## config.mk

```make
export PLATFORM = sky130hd
export DESIGN_NAME = pw_cache
export DESIGN_NICKNAME = d
export VERILOG_FILES = /design/src/rtl/pw_cache_pkg.sv /design/src/rtl/pw_cache_match.sv /design/src/rtl/pw_cache.sv
export SDC_FILE = /design/constraint.sdc
export NUM_CORES = 1
export LEC_CHECK = 0
export ABC_AREA = 1
export CORE_UTILIZATION = 55
export CTS_CLUSTER_SIZE = 16
export DETAILED_ROUTE_END_ITERATION = 6
export DONT_BUFFER_PORTS = 1
export PLACE_DENSITY = 0.73
export SLEW_MARGIN = 20
export SYNTH_ARGS = -nofsm -noshare
export SYNTH_HDL_FRONTEND = slang
export SYNTH_HIERARCHICAL = 1
export SYNTH_SLANG_ARGS = --single-unit
```

## constraint.sdc

```tcl
create_clock -name clk_i -period 2.8 [get_ports clk_i]
set_input_delay 0.14 -clock clk_i [delete_from_list [all_inputs] [get_ports clk_i]]
set_output_delay 0.14 -clock clk_i [all_outputs]
set_load 0.02 [all_outputs]
```

## src/rtl/pw_cache_pkg.sv

```systemverilog
// Shared types for the page-walk cache: tag/data widths, the table entry layout,
// and the classification of a fill request.
package pw_cache_pkg;

  localparam int PWC_TAG_W  = 16;
  localparam int PWC_DATA_W = 16;

  typedef logic [PWC_TAG_W-1:0]  pwc_tag_t;
  typedef logic [PWC_DATA_W-1:0] pwc_data_t;

  typedef struct packed {
    logic      vld;
    pwc_tag_t  tag;
    pwc_data_t pa;
  } pwc_entry_t;

  // How a fill lands in the table.
  typedef enum logic [1:0] {
    FILL_NONE,
    FILL_UPDATE,
    FILL_FREE,
    FILL_EVICT
  } fill_kind_t;

endpackage

```

## src/rtl/pw_cache_match.sv

```systemverilog
// Combinational tag search over the entry table: one-hot match, matched PA, and
// the lowest-index invalid slot.
module pw_cache_match
  import pw_cache_pkg::*;
#(
  parameter int ENTRIES = 8,
  parameter int IDX_W   = 3
) (
  input  pwc_entry_t [ENTRIES-1:0] entries,
  input  pwc_tag_t                 tag,
  output logic [ENTRIES-1:0]       match,
  output logic                     hit,
  output pwc_data_t                pa,
  output logic [IDX_W-1:0]         free_idx,
  output logic                     free
);

  logic [ENTRIES-1:0] invalid;

  for (genvar gi = 0; gi < ENTRIES; gi++) begin : g_cmp
    assign match[gi]   = entries[gi].vld && (entries[gi].tag == tag);
    assign invalid[gi] = !entries[gi].vld;
  end

  assign hit  = |match;
  assign free = |invalid;

  // Fills keep tags unique, so OR-ing the selected PAs yields the single match.
  always_comb begin
    pa = '0;
    for (int i = 0; i < ENTRIES; i++) begin
      if (match[i]) pa = pa | entries[i].pa;
    end
  end

  always_comb begin
    free_idx = '0;
    for (int i = ENTRIES - 1; i >= 0; i--) begin
      if (invalid[i]) free_idx = IDX_W'(i);
    end
  end

endmodule

```

## src/rtl/pw_cache.sv

```systemverilog
// Page-walk cache: fully-associative VA[31:16] -> PA[31:16] table with a fixed
// two-cycle lookup pipeline, fill/flush maintenance and hit/miss statistics.
module pw_cache
  import pw_cache_pkg::*;
#(
  parameter int ENTRIES = 8,
  parameter int CNT_W   = 16
) (
  input  logic             clk_i,
  input  logic             resetn_i,
  input  logic [31:0]      pw_c_va_i,
  input  logic             pw_c_vld_i,
  output logic [15:0]      pw_c_pa_o,
  output logic             pw_c_pa_vld_o,
  output logic             pw_c_hit_o,
  input  logic             fill_vld_i,
  input  logic [15:0]      fill_tag_i,
  input  logic [15:0]      fill_pa_i,
  input  logic             flush_i,
  output logic [CNT_W-1:0] hit_cnt_o,
  output logic [CNT_W-1:0] miss_cnt_o
);

  localparam int IDX_W = $clog2(ENTRIES);
  localparam logic [CNT_W-1:0] CNT_MAX = '1;

  pwc_entry_t [ENTRIES-1:0] entries_reg;
  logic [IDX_W-1:0]         rr_ptr_reg;
  logic [IDX_W-1:0]         rr_ptr_next;

  logic                     s1_vld_reg;
  pwc_tag_t                 s1_tag_reg;
  logic                     s2_vld_reg;
  logic                     s2_hit_reg;
  pwc_data_t                s2_pa_reg;
  logic [CNT_W-1:0]         hit_cnt_reg;
  logic [CNT_W-1:0]         miss_cnt_reg;

  logic [ENTRIES-1:0]       lk_match;
  logic                     lk_hit;
  pwc_data_t                lk_pa;
  logic [IDX_W-1:0]         lk_free_idx;
  logic                     lk_free;

  logic [ENTRIES-1:0]       fl_match;
  logic                     fl_hit;
  pwc_data_t                fl_pa;
  logic [IDX_W-1:0]         fl_free_idx;
  logic                     fl_free;

  fill_kind_t               fill_kind;
  logic [IDX_W-1:0]         upd_idx;
  logic [IDX_W-1:0]         wr_idx;
  logic                     lk_resp_hit;

  pw_cache_match #(
    .ENTRIES (ENTRIES),
    .IDX_W   (IDX_W)
  ) u_lookup_match (
    .entries  (entries_reg),
    .tag      (s1_tag_reg),
    .match    (lk_match),
    .hit      (lk_hit),
    .pa       (lk_pa),
    .free_idx (lk_free_idx),
    .free     (lk_free)
  );

  pw_cache_match #(
    .ENTRIES (ENTRIES),
    .IDX_W   (IDX_W)
  ) u_fill_match (
    .entries  (entries_reg),
    .tag      (fill_tag_i),
    .match    (fl_match),
    .hit      (fl_hit),
    .pa       (fl_pa),
    .free_idx (fl_free_idx),
    .free     (fl_free)
  );

  // Flush wins over a same-cycle fill.
  always_comb begin
    fill_kind = FILL_NONE;
    if (fill_vld_i && !flush_i) begin
      if (fl_hit) begin
        fill_kind = FILL_UPDATE;
      end else if (fl_free) begin
        fill_kind = FILL_FREE;
      end else begin
        fill_kind = FILL_EVICT;
      end
    end
  end

  always_comb begin
    upd_idx = '0;
    for (int i = 0; i < ENTRIES; i++) begin
      if (fl_match[i]) upd_idx = upd_idx | IDX_W'(i);
    end
  end

  // Only eviction advances the round-robin victim pointer.
  always_comb begin
    wr_idx      = rr_ptr_reg;
    rr_ptr_next = rr_ptr_reg;
    case (fill_kind)
      FILL_UPDATE: wr_idx = upd_idx;
      FILL_FREE:   wr_idx = fl_free_idx;
      FILL_EVICT:  rr_ptr_next = rr_ptr_reg + IDX_W'(1);
      default:     wr_idx = rr_ptr_reg;
    endcase
    if (flush_i) rr_ptr_next = '0;
  end

  always_ff @(posedge clk_i or negedge resetn_i) begin
    if (!resetn_i) begin
      entries_reg <= '0;
    end else if (flush_i) begin
      for (int i = 0; i < ENTRIES; i++) begin
        entries_reg[i].vld <= 1'b0;
      end
    end else if (fill_kind != FILL_NONE) begin
      entries_reg[wr_idx] <= '{vld: 1'b1, tag: fill_tag_i, pa: fill_pa_i};
    end
  end

  always_ff @(posedge clk_i or negedge resetn_i) begin
    if (!resetn_i) begin
      rr_ptr_reg <= '0;
    end else begin
      rr_ptr_reg <= rr_ptr_next;
    end
  end

  // S1 holds the request; its compare runs against the table already updated
  // by any fill/flush sampled alongside it.
  always_ff @(posedge clk_i or negedge resetn_i) begin
    if (!resetn_i) begin
      s1_vld_reg <= 1'b0;
      s1_tag_reg <= '0;
    end else begin
      s1_vld_reg <= pw_c_vld_i;
      s1_tag_reg <= pw_c_va_i[31:16];
    end
  end

  assign lk_resp_hit = s1_vld_reg && lk_hit;

  always_ff @(posedge clk_i or negedge resetn_i) begin
    if (!resetn_i) begin
      s2_vld_reg <= 1'b0;
      s2_hit_reg <= 1'b0;
      s2_pa_reg  <= '0;
    end else begin
      s2_vld_reg <= s1_vld_reg;
      s2_hit_reg <= lk_resp_hit;
      s2_pa_reg  <= lk_resp_hit ? lk_pa : '0;
    end
  end

  // Counters load with S2 so they already include the response on the outputs.
  always_ff @(posedge clk_i or negedge resetn_i) begin
    if (!resetn_i) begin
      hit_cnt_reg  <= '0;
      miss_cnt_reg <= '0;
    end else if (s1_vld_reg) begin
      if (lk_hit) begin
        if (hit_cnt_reg != CNT_MAX) hit_cnt_reg <= hit_cnt_reg + CNT_W'(1);
      end else begin
        if (miss_cnt_reg != CNT_MAX) miss_cnt_reg <= miss_cnt_reg + CNT_W'(1);
      end
    end
  end

  assign pw_c_pa_vld_o = s2_vld_reg;
  assign pw_c_hit_o    = s2_hit_reg;
  assign pw_c_pa_o     = s2_pa_reg;
  assign hit_cnt_o     = hit_cnt_reg;
  assign miss_cnt_o    = miss_cnt_reg;

  logic unused_sig;
  assign unused_sig = ^{pw_c_va_i[15:0], lk_match, lk_free_idx, lk_free, fl_pa};

endmodule

```

[Word-level counts from Yosys, hierarchy flattened]
Index checks and enable logic that the tools add are counted.
Widths: inputs -> output; s select.
Storage, ports and cells
  bits in registers: 334
  bits in latches: 0
  memory bits (writable): 0
  ROM bits: 0
  word-level logic and storage cells: 146
  memories: 0
Operators by class
  $add $sub $neg: 3
  multiply operators: 0
  div/mod/pow operators: 0
  magnitude comparators: 2
  equal/unequal tests: 21
  shifts and indexed selects: 0
  mux-type cells: 42
  bitwise gates (word level): 9
  reductions and logical operators: 37
Operators with widths (number)
  $bwmux 264: 1
  $mux 264: 1
  $eq 16x16->1: 16
  $mux 16: 9
  $or 16x16->16: 7
  $demux 33 s3: 1
  $mux 3: 14
  $mux 33: 1
  $add 16x1->16 const B: 2
  $ne 16x16->1 const B: 2
  $reduce_or 8->1: 3
  $logic_and 1x1->1: 19
  $mux 1: 10
  $logic_not 1->1: 9
  $mux 2: 4
  $pmux 3 s2: 1
  $reduce_and 3->1: 2
  $reduce_bool 2->1: 3
  $eq 2x2->1 const B: 2
  $lt 3x4->1 const B: 1
  $add 3x1->3 const B: 1
  $ge 3x1->1 const B: 1
  $eq 2x1->1 const B: 1
  $not 1->1: 2
  $reduce_and 2->1: 1

[Longest topological paths before layout]
  depth in word-level cells: 18
  mapped depth: 25

[By module]
The synthesis kept the hierarchy.
By module, submodules not included
  pw_cache: instances 1, cells an instance 1564, area each 13874.6 µm²
  pw_cache_match: instances 2, cells an instance 739, area each 3892.5 µm²

[Least setup slack after synthesis]
No wires, ideal clock.
  kind: flip-flop to flip-flop
  start: register entries_reg[117] (netlist bit)
  end: register entries_reg[119] (netlist bit)
  arrival time: 2748 ps
  required time: 2683 ps
  setup slack: -65 ps
  stages on the path, launching flop included: 22
  path buffers: 3
  cell sequence: dfrtp_1 -> xor2_1 -> nor3_4 -> buf_4 -> nand3_1 -> nand2_1 -> nor2_1 -> nand2_1 -> inv_1 -> nand2_1 -> nand2_1 -> ha_1 -> inv_2 -> a21oi_1 -> nand2_1 -> nand2_1 -> buf_6 -> nor2_2 -> nand2_2 -> buf_2 -> nand2_1 -> nand2_1
Between the ends
  elaborated cells on any way between the ends: 21
  those cells by class: order compare: 2; eq/ne: 3; mux: 11; reduce/logical: 5
RTL lines
  start: declaration: RTL line pw_cache.sv:27  | pwc_entry_t [ENTRIES-1:0] entries_reg;
  start signal: indexed assignment: RTL line pw_cache.sv:124  | entries_reg[wr_idx] <= '{vld: 1'b1, tag: fill_tag_i, pa: fill_pa_i};
  $eq 16x16->1 *: RTL line pw_cache_match.sv:21  | assign match[gi] = entries[gi].vld && (entries[gi].tag == tag);
  $logic_and 1x1->1 *: RTL line pw_cache_match.sv:21
  $reduce_or 8->1 *: RTL line pw_cache_match.sv:25  | assign hit = |match;
  via fl_hit: RTL line pw_cache.sv:46  | logic fl_hit;
  $mux 2 *: RTL line pw_cache.sv:86  | if (fl_hit) begin
  $mux 2 *: RTL line pw_cache.sv:85  | if (fill_vld_i && !flush_i) begin
  $eq 2x2->1 or $eq 2x1->1 (tied branches): RTL line pw_cache.sv:107  | case (fill_kind)
  $pmux 3 s2: RTL line pw_cache.sv:107
  $lt 3x4->1 (implied by the code) or $ge 3x1->1 (tied branches): RTL line pw_cache.sv:124
  $logic_and 1x1->1 (implied by the code): RTL line pw_cache.sv:124
  $mux 33 (implied by the code): RTL line pw_cache.sv:124
  $demux 33 s3: RTL line pw_cache.sv:124
  $bwmux 264: RTL line pw_cache.sv:124
The timed path passes the listed nets; every way through them passes the cells marked *.
A chain may end at the register's enable or synchronous reset.

[Worst setup path after layout]
  start: register entries_reg[93] (netlist bit)
  end: register entries_reg[109] (netlist bit)
The elaborated chain is that of the path after synthesis.

==> run summary <==
Result of the run - finished, violations left
Failing checks - DRC, hold timing, slew limit, setup timing
DR iter-0 viols - 3106
DRC - 14
Gr ovfl total - 0
Max Fclk - 315 MHz
H-tree depth - 2
VDD IR max - 527 µV
Largest net degree at the start of global routing - 335
Worst Tran Pin Value - 1.78 ns
Relative slew slack - -0.189
Final core utilization - 0.695
Register-to-register setup slack - -0.37 ns
Leakage - 13.0 nW
Clock slew at reported path FFs - 0.06 ns
Max-Cap Viols - 0
Die Wd - 193 µm
RSZ-0062 raised after global routing - true
Vias in the first global route - 19900
CTS tree - yes
Antenna violations before repair - 3
GP Congestion - 1.03
Critical Path Sink Type - flop
Hold Path Class - input pin to asynchronous set/reset pin
Post-detailed-route count of antenna-violating nets - 0
Vias/cell - 6.08
Longest Clk Path Bufs - 3
Dpl hpwl - 47.3 mm
Area Overhead vs Synth - 23.7%
Warnings, synthesis - 6
Reg2reg end - entries_reg[109]$_DFFE_PN0P_
TritonRoute pass-1 iters - 7
Worst reg2reg path startpoint - entries_reg[93]$_DFFE_PN0P_
Rows - 69
Antenna diodes - 0
Fraction of layout cells with a size suffix above 1 - 0.219
PD cells - 569 nW/µm²
Period minus WS final - 3.17 ns
Setup ws final - -0.370 ns
Clk_lat worst skew - 0.58 ns
Clock sink count - 334
Tot Pwr - 14.2 mW
Fin. Hold Viols - 390
Synth Area per Inst - 7.31 µm²
Max reg flops - 264
Worst setup path class - flop to flop
CTS Buf Count - 39
First-pass GRT wire length - 114 mm
Via count - 21100
Starting density of the core - 0.562
Final Instance Count excl. Fillers - 3462
Post-layout nets - 3051
WL final - 79.2 mm
R2R depth - 24
CP required - 3.26 ns
Final clock skew - 0.0302 ns
Hold_ws - -0.731 ns
Inst Count DP - 3305
Clock root cell - clkbuf_16
Count of final setup violators - 268
Slew Viols, Final - 193
Synth Instances - 2755
Worst Path Arrival - 3.63 ns
Core Area - 35800 µm²
Fin crit share - 1.13
Startpoint Class - flop
Setup_tns - -65.29 ns
DIE AREA - 37400 µm²
Synthesized Nets - 2831
CP Max Fanout - 7
Synthesized cell area - 20100 µm²
WL/cell - 22.9 µm
Port Buffer Count - 0
Ports - 119
GR Util All Layers - 0.397
Die height - 193 µm
## where the power goes
group	internal, mW	switching [mW]
sequential	5.43	0.575
combinational	1.26	1.73
clock	3.00	2.17
## routing by layer
layer  global-route usage  vias up  part of all wire
li1                     -     9200                 -
met1                0.528     9928              0.37
met2                0.587     1567              0.41
met3                0.141      359              0.15
met4                0.167        2             0.059
met5                    0        -           0.00016
## worst max-delay path: stages (launching register included)
cell and delay [ns]:
dfrtp_1 0.39, inv_1 0.07, nand2_1 0.05, o21ai_0 0.09, nor2_2 0.17, nand2_1 0.09
nor2_2 0.11, nand3_2 0.11, nand2_2 0.09, nor2_2 0.05, nand2_2 0.08, inv_2 0.06
nand2_2 0.08, nand2_4 0.09, ha_4 0.33, buf_4 0.13, nor2_2 0.05, inv_2 0.10
nand2_4 0.09, buf_6 0.15, nor2_4 0.25, nand2_8 0.13, clkbuf_16 0.20, nand2_1 0.06
nand2_1 0.05
## worst max path at each step
stage | start | end | slack [ns] | cells after the start
final | entries_reg[93]$_DFFE_PN0P_ | entries_reg[109]$_DFFE_PN0P_ | -0.37 | 24
after detailed placement | entries_reg[225]$_DFFE_PN0P_ | entries_reg[220]$_DFFE_PN0P_ | -0.37 | 23
after global placement | entries_reg[225]$_DFFE_PN0P_ | entries_reg[217]$_DFFE_PN0P_ | -0.35 | 23
after floorplan | entries_reg[252]$_DFFE_PN0P_ | entries_reg[119]$_DFFE_PN0P_ | 0.13 | 23
after CTS | entries_reg[148]$_DFFE_PN0P_ | entries_reg[162]$_DFFE_PN0P_ | -0.13 | 24
after global routing | entries_reg[54]$_DFFE_PN0P_ | entries_reg[116]$_DFFE_PN0P_ | -0.47 | 24
## final cells by class
type	count	area (µm²)
inverter	190	733
tap	461	577
clock buffer	50	1080
sequential	334	8360
clock inverter	17	189
fill	2817	10900
multi-input combinational	2059	10400
timing repair buffer	351	3570
## cell usage in the layout, fill, tap and decap left out, types with 62 or more instances in the layout
master,count
nand2_1,1046
dfrtp_1,332
buf_4,238
nand3_1,215
nand4_1,168
nor2_1,158
inv_1,150
nand2_2,99
xor2_1,64
o21ai_1,62
## timing repair
action / 4_1_cts / 5_1_grt
buffers inserted: 22 / 10
gates resized for setup: 83 / 94
endpoints found under the hold margin: 618 / 510
gates cloned: 6 / 13
pin swaps: 49 / 47
endpoints found under the setup margin: 264 / 278
hold buffers: 28 / 15
## per-stage QoR
step / instance area, µm² / worst slack (ns)
final: 24900 / -0.370
after floorplan: 20100 / 0.130
after CTS: 24100 / -0.130
after global placement: 21900 / -0.347
after detailed placement: 21900 / -0.368
after global routing: 24900 / -0.474
Note: power is estimated with default switching activity, not from simulation.
